===== src/rtl/dfadd_run_sequencer.sv =====
// dfadd_run_sequencer: run request -> dfadd start/finish handshake -> viterbi lane fan-out
module dfadd_run_sequencer #(
  parameter int NUM_LANES   = 16,
  parameter int HOLD_CYCLES = 4,
  parameter int TIMEOUT     = 1024,
  parameter int CNT_W       = 16
) (
  input  logic                 clk,
  input  logic                 rst,
  input  logic                 req_valid,
  output logic                 req_ready,
  input  logic                 stall,
  output logic                 core_start,
  output logic                 core_waitrequest,
  input  logic                 core_finish,
  input  logic [31:0]          core_result,
  output logic [NUM_LANES-1:0] lane_bit,
  output logic [NUM_LANES-1:0] lane_en,
  output logic                 busy,
  output logic                 done,
  output logic                 timeout_err,
  output logic [CNT_W-1:0]     run_count
);
  localparam int WD_W = $clog2(TIMEOUT);
  localparam int HOLD_W = $clog2(HOLD_CYCLES + 1);
  typedef enum logic [2:0] {IDLE, START, WAIT, CAPTURE, DIST, DONE} state_t;
  state_t state, nxt;
  logic [WD_W-1:0] wdog;
  logic [HOLD_W-1:0] hold;
  logic [31:0] result;
  logic [NUM_LANES-1:0] res_bit, res_en;
  logic accept, wd_hit, hold_hit;
  for (genvar i = 0; i < NUM_LANES; i++) begin : g_lane
    assign res_bit[i] = result[2*i];
    assign res_en[i]  = result[2*i+1];
  end
  assign accept   = state == IDLE && req_ready && req_valid;
  assign wd_hit   = wdog == WD_W'(TIMEOUT - 1);
  assign hold_hit = hold == HOLD_W'(HOLD_CYCLES - 1);
  always_comb begin
    nxt = state;
    unique case (state)
      IDLE:    nxt = accept ? START : IDLE;
      START:   nxt = WAIT;
      WAIT:    nxt = core_finish ? CAPTURE : wd_hit ? IDLE : WAIT;
      CAPTURE: nxt = DIST;
      DIST:    nxt = (!stall && hold_hit) ? DONE : DIST;
      DONE:    nxt = IDLE;
      default: nxt = IDLE;
    endcase
  end
  always_ff @(posedge clk) begin
    if (!rst) begin
      state            <= IDLE;
      req_ready        <= 1'b0;
      busy             <= 1'b0;
      core_start       <= 1'b0;
      core_waitrequest <= 1'b0;
      done             <= 1'b0;
      timeout_err      <= 1'b0;
      run_count        <= '0;
      wdog             <= '0;
      hold             <= '0;
      result           <= '0;
      lane_bit         <= '0;
      lane_en          <= '0;
    end else begin
      state            <= nxt;
      req_ready        <= nxt == IDLE;
      busy             <= nxt != IDLE;
      core_start       <= nxt == START;
      core_waitrequest <= nxt != IDLE && stall;
      done             <= nxt == DONE;
      wdog             <= state == WAIT ? wdog + WD_W'(1) : '0;
      hold             <= state == DIST ? hold + HOLD_W'(!stall) : '0;
      lane_bit         <= nxt == DIST ? res_bit : '0;
      lane_en          <= nxt == DIST ? res_en : '0;
      if (state == WAIT && core_finish) result <= core_result;
      if (accept) timeout_err <= 1'b0;
      else if (state == WAIT && !core_finish && wd_hit) timeout_err <= 1'b1;
      if (nxt == DONE) run_count <= run_count + CNT_W'(1);
    end
  end
endmodule


===== config.mk =====
export PLATFORM = sky130hd
export DESIGN_NAME = dfadd_run_sequencer
export DESIGN_NICKNAME = d
export VERILOG_FILES = /design/src/rtl/dfadd_run_sequencer.sv
export SDC_FILE = /design/constraint.sdc
export NUM_CORES = 1
export LEC_CHECK = 0
export BUFFER_PORTS_ARGS = -buffer_cell sky130_fd_sc_hd__buf_2
export CORE_UTILIZATION = 52
export CTS_CLUSTER_DIAMETER = 150
export DETAILED_ROUTE_END_ITERATION = 8
export PLACE_DENSITY = 0.78
export SYNTH_ARGS = -nofsm -noshare
export SYNTH_HDL_FRONTEND = slang
export SYNTH_SLANG_ARGS = --single-unit

===== constraint.sdc =====
create_clock -name clk -period 1.93 [get_ports clk]
set_input_delay 0.386 -clock clk [delete_from_list [all_inputs] [get_ports clk]]
set_output_delay 0.386 -clock clk [all_outputs]
set_load 0.005 [all_outputs]

* After elaboration in Yosys (flattened, before gate mapping)
Cells that the tools add are included.
** Storage, ports and cells
- Output and inout port bits :: 54
- Word-level logic and storage cells :: 47
- Flip-flop bits (word level) :: 102
- Input bits :: 37
** Cells by class
- Bitwise logic cells :: 1
- Reduce and logical (&&, ||, !) cells :: 16
- $add $sub $neg :: 3
- Mux-type cells :: 5
- Equality and inequality tests :: 9
** Operators with widths (number)
- 16-bit by 1-bit adder with 16-bit output (second input constant) :: 1
- 3-bit case mux with 5 select lines :: 1
- 10-bit by 1-bit adder with 10-bit output (second input constant) :: 1
- 10-bit == test (second input constant) :: 1
- 3-bit by 2-bit == test with 1-bit output (second input constant) :: 3
- 3-bit == test (second input constant) :: 3
- 1-bit logical AND :: 7
- 3-bit by 1-bit == test with 1-bit output (second input constant) :: 2
- 3-bit logical NOT :: 2
- 2-bit AND reduction :: 3
- 2-bit two-way mux :: 2
- 3-bit by 1-bit adder with 3-bit output :: 1
- 3-bit nonzero test :: 1
- 1-bit logical NOT :: 2
- 1-bit two-way mux :: 2
- 2-bit OR reduction :: 1
- 1-bit inverter :: 1

* Longest topological paths before layout
- Depth after elaboration :: 7
- Mapped depth :: 7
- Mapped depth without buffers :: 5

* Worst setup path after synthesis
No wires, ideal clock.
- Path kind :: register to register
- Start :: reg state[1]
- End :: reg lane_bit[0]
- Data required time :: 1.815 ns
- Arrival :: 1.478 ns
- Setup slack :: 0.337 ns
- Setup time :: 0.115 ns
- Path buffers :: 2
- Clock period less this slack :: 1.593 ns
- Stages on the path, launching flop included :: 6
- Cell sequence :: dfxtp_1 -> buf_2 -> or4_1 -> and4b_4 -> buf_6 -> and2_1
** Between the ends
- Longest elaborated chain between the ends :: 7
- Elaborated cells between the ends (all ways) :: 11
- Classes of those cells :: eq/ne: 5; mux: 2; reduce/logical: 4
** Ends and longest elaborated chain
- start: declaration :: RTL line 27 : state_t state, nxt;
- start signal: assignment :: RTL line 68 : state <= nxt;
- 3-bit logical NOT :: RTL line 37, 42
- 1-bit logical AND (2 in a row) :: RTL line 37 : assign accept = state == IDLE && req_ready && req_valid;
- 1-bit two-way mux :: RTL line 43 : IDLE: nxt = accept ? START : IDLE;
- 3-bit case mux with 5 select lines * :: RTL line 42 : unique case (state)
- 3-bit == test * :: RTL line 76 : lane_bit <= nxt == DIST ? res_bit : '0;
- 2-bit AND reduction (no line) *
- end signal: assignment :: RTL line 76
- end: declaration :: RTL line 17 : output logic [NUM_LANES-1:0] lane_bit,
Every way passes the cells marked *; elsewhere a longest branch is shown, timed or not.
A chain may end at the register's enable or synchronous reset.

* Final worst setup path
- Start :: reg state[0]
- End :: reg run_count[14]
** Between the ends
- Longest elaborated chain between the ends :: 6
- Elaborated cells between the ends (all ways) :: 10
- Classes of those cells :: eq/ne: 5; mux: 2; reduce/logical: 3
** Ends and longest elaborated chain
- 3-bit logical NOT :: RTL line 37, 42
- 1-bit logical AND (2 in a row) :: RTL line 37
- 1-bit two-way mux :: RTL line 43
- 3-bit case mux with 5 select lines * :: RTL line 42
- 3-bit == test * :: RTL line 81 : if (nxt == DONE) run_count <= run_count + CNT_W'(1);
- end signal: assignment :: RTL line 81
- end: declaration :: RTL line 22 : output logic [CNT_W-1:0] run_count
Marked as above.

==> results.yml <==
worst_hold_path:
  min_path_cells: 3
  hold_class: "in -> reg"
  hp-start: "core_result[5]"
  holdPathEnd: "result[5]"
logic_synthesis:
  synthesis.area_um2: 3660
  async_reset_ff_frac: 0
  synth_enable_flop_cells: 0
  synthTopCellsByArea: "dfxtp_1, nand2_1, a21oi_1, and2_1, xnor2_1"
  yosysWarnings: 0
  synthesis.nets: 434
  yosysTopAreaCellShare: 0.559
  synthCells: 393
  ys_ff_latch: 102
  yosysMostFrequentCell: "dfxtp_1"
  ys_seq_area_frac: 0.559
  ys_top_cells_by_count: "dfxtp_1, nand2_1, a21oi_1, and2_1, nor2_1"
  ys_types: 40
  synth_largest_area_cell: "dfxtp_1"
  avgSynthCellArea_um2: 9.30
  synth_ff_type: "dfxtp_1"
clock_network:
  cts_num_sinks: 102
  cts_made_buffers: 9
  post-cts-setup-buffers: 0
  path_clk_slew_ns: 0.10
  cts_buffer_depth: 2
  cts_tree: "yes"
  clock-root-buffer: "clkbuf_8"
  clk_latency_ns: 0.36
  cts.htree.levels: 3
finish:
  layout.nets: 521
  drive_above_1_share: 0.245
  antenna_cells: 0
  area_delta_synth_final_pct: 19.4
  fillers: 572
  fin_util: 0.643
worst_setup_path:
  startpoint_type: "flip-flop"
  critPathRequiredTime_ns: 2.23
  arrival_ns: 2.02
  r2r_start: "state[0]"
  r2r_slack_ns: 0.21
  cp_max_fo: 11
  reg2reg_depth: 5
  crit_type: "reg -> reg"
  crit_chain: "nor3b_2 -> buf_4 -> nand3_4 -> or4_1 -> a21oi_1"
  reg2reg_to: "run_count[14]"
  critPathSlowestCell: "or4_1"
  end_kind: "flip-flop"
  slowest_delay_ns: 0.51
die:
  io_pins: 91
  coreArea_um2: 6790
  start_util: 0.538
  dieArea_um2: 7370
  die_h_um: 85.9
  chipWidth_um: 85.9
  num_rows: 30
placed_design:
  place.gp.congestion: 0.770
  dp_hpwl_mm: 4.68
  io_buffer_count: 90
timing:
  clock.fmax_mhz: 581
  slew_headroom: 0.749
  finClkSkew_ns: 0.00947
  tns_ns: 0
  fin_crit_sh: 0.892
  tightest_slew_ns: 0.376
  setup_viol_count_final: 0
  min_period_ns: 1.72
  rsz0062_at_grt: "no"
  maxSlewViolCount: 0
  hold_viol_final: 0
routing:
  via_count: 2919
  ant_nets: 0
  drt-initial-drc-count: 120
  drt-total-wl_mm: 6.95
  via_per_inst: 5.02
  drc: 0
  post_drt_wl_per_cell_um: 12.0
  dr.pass1.iters: 5
power:
  ir_worst_vdd_v: 0.000441
  total_leakage_power_nw: 1.81
  power_density_nw_per_um2: 826
  power_mw: 3.60
status:
  status: "completed"
job:
  cap_viol_max_count: 0
global_routing:
  grt_max_degree: 53
  overflow: 0
  antenna_found_initial: 0
  grt_pass1_vias: 2639
  grtUsageTotal: 0.200
  grt_pass1_wl_mm: 11.5
[sequential cells by signal, summed over array words and instances (netlist names), 3 cells and up]
signal and flops:
lane_bit 16, lane_en 16, hold 3, result 32, run_count 16, state 3, wdog 10
[metal layers]
layer | up-vias | part of all wire | routed length [µm] | GRT usage
met4 | 0 | 0.011 | 74 | 0.0879
met2 | 84 | 0.47 | 3260 | 0.335
li1 | 1488 | - | - | -
met5 | - | 0 | 0 | 0
met3 | 9 | 0.051 | 353 | 0.0529
met1 | 1338 | 0.47 | 3260 | 0.241
[timing repair]
action                     4_1_cts  5_1_grt
setup endpoints to repair        0        1
gates resized for setup          0        1
hold buffers                     0        0
[how the worst max path moves through the flow]
stage / startpoint / end / slack, ns
global route: state[0] / run_count[12] / 0.09
finish: state[0] / run_count[14] / 0.21
detailed placement: state[2] / run_count[14] / 0.18
global placement: stall / run_count[5] / 0.22
CTS: state[2] / run_count[14] / 0.16
floorplan: state[1] / lane_bit[0] / 0.34
[worst max-delay path: cells and delay by family (launching register included)]
family                 cells  cell delay, ns
AOI/OAI and AO/OA          1            0.15
and+or+nand+nor            3            0.88
DFF                        1            0.42
buffers and inverters      1            0.21
[stage by stage]
step,cell area (µm²),worst slack (ns),hold slack [ns],std cells
after floorplan,3660,0.337,0.418,393
after global placement,4180,0.221,0.427,565
after detailed placement,4180,0.185,0.438,565
after CTS,4360,0.160,0.231,581
after global routing,4370,0.0936,0.232,581
final,4370,0.208,0.245,581
[area by class of cell]
type | instances | area, µm² | area share
clock buffer | 10 | 138 | 0.0315
clock inverter | 6 | 51.3 | 0.0118
inverter | 7 | 26.3 | 0.00602
multi-input combinational | 264 | 1470 | 0.336
sequential | 102 | 2040 | 0.468
tap | 96 | 120 | 0.0275
timing repair buffer | 96 | 520 | 0.119
[power breakdown]
part	total [mW]	switching, mW	internal, mW	leakage, nW
clock network	1.28	0.753	0.525	0.0992
logic	0.168	0.0927	0.0749	0.890
registers	2.16	0.0226	2.14	0.823
[cell families after synthesis]
logic type,after synthesis,share of synthesized area
AOI/OAI and AO/OA,59,0.0869
and+or+nand+nor,185,0.262
adders and majority gates,4,0.0137
DFF,102,0.559
buffers and inverters,27,0.0404
xor gates and xnor gates,16,0.0383
[cell usage in the layout, fill, tap and decap left out, drive strengths merged]
master / Yosys / final
or3b: 1 / 1
and4bb: 1 / 1
and3b: 1 / 1
and2: 35 / 35
or4: 4 / 4
o32a: 1 / 1
xnor2: 11 / 11
o22ai: 1 / 1
nand3: 11 / 11
a2111oi: 1 / 1
and4: 2 / 2
o31a: 1 / 1
dfxtp: 102 / 102
nor3: 5 / 5
clkinv: 1 / 4
nor2: 22 / 22
nor4: 4 / 4
ha: 4 / 4
or4bb: 1 / 1
nor3b: 2 / 2
o31ai: 3 / 3
inv: 6 / 9
xor2: 5 / 5
nand4: 7 / 7
a31oi: 1 / 1
or3: 6 / 6
clkbuf: 10 / 10
buf: 10 / 96
nand2: 77 / 77
o21ai: 6 / 6
and4b: 1 / 1
a21oi: 45 / 45
nand4b: 1 / 1
and3: 4 / 4
No activity file was read; power rests on OpenSTA's default activity.
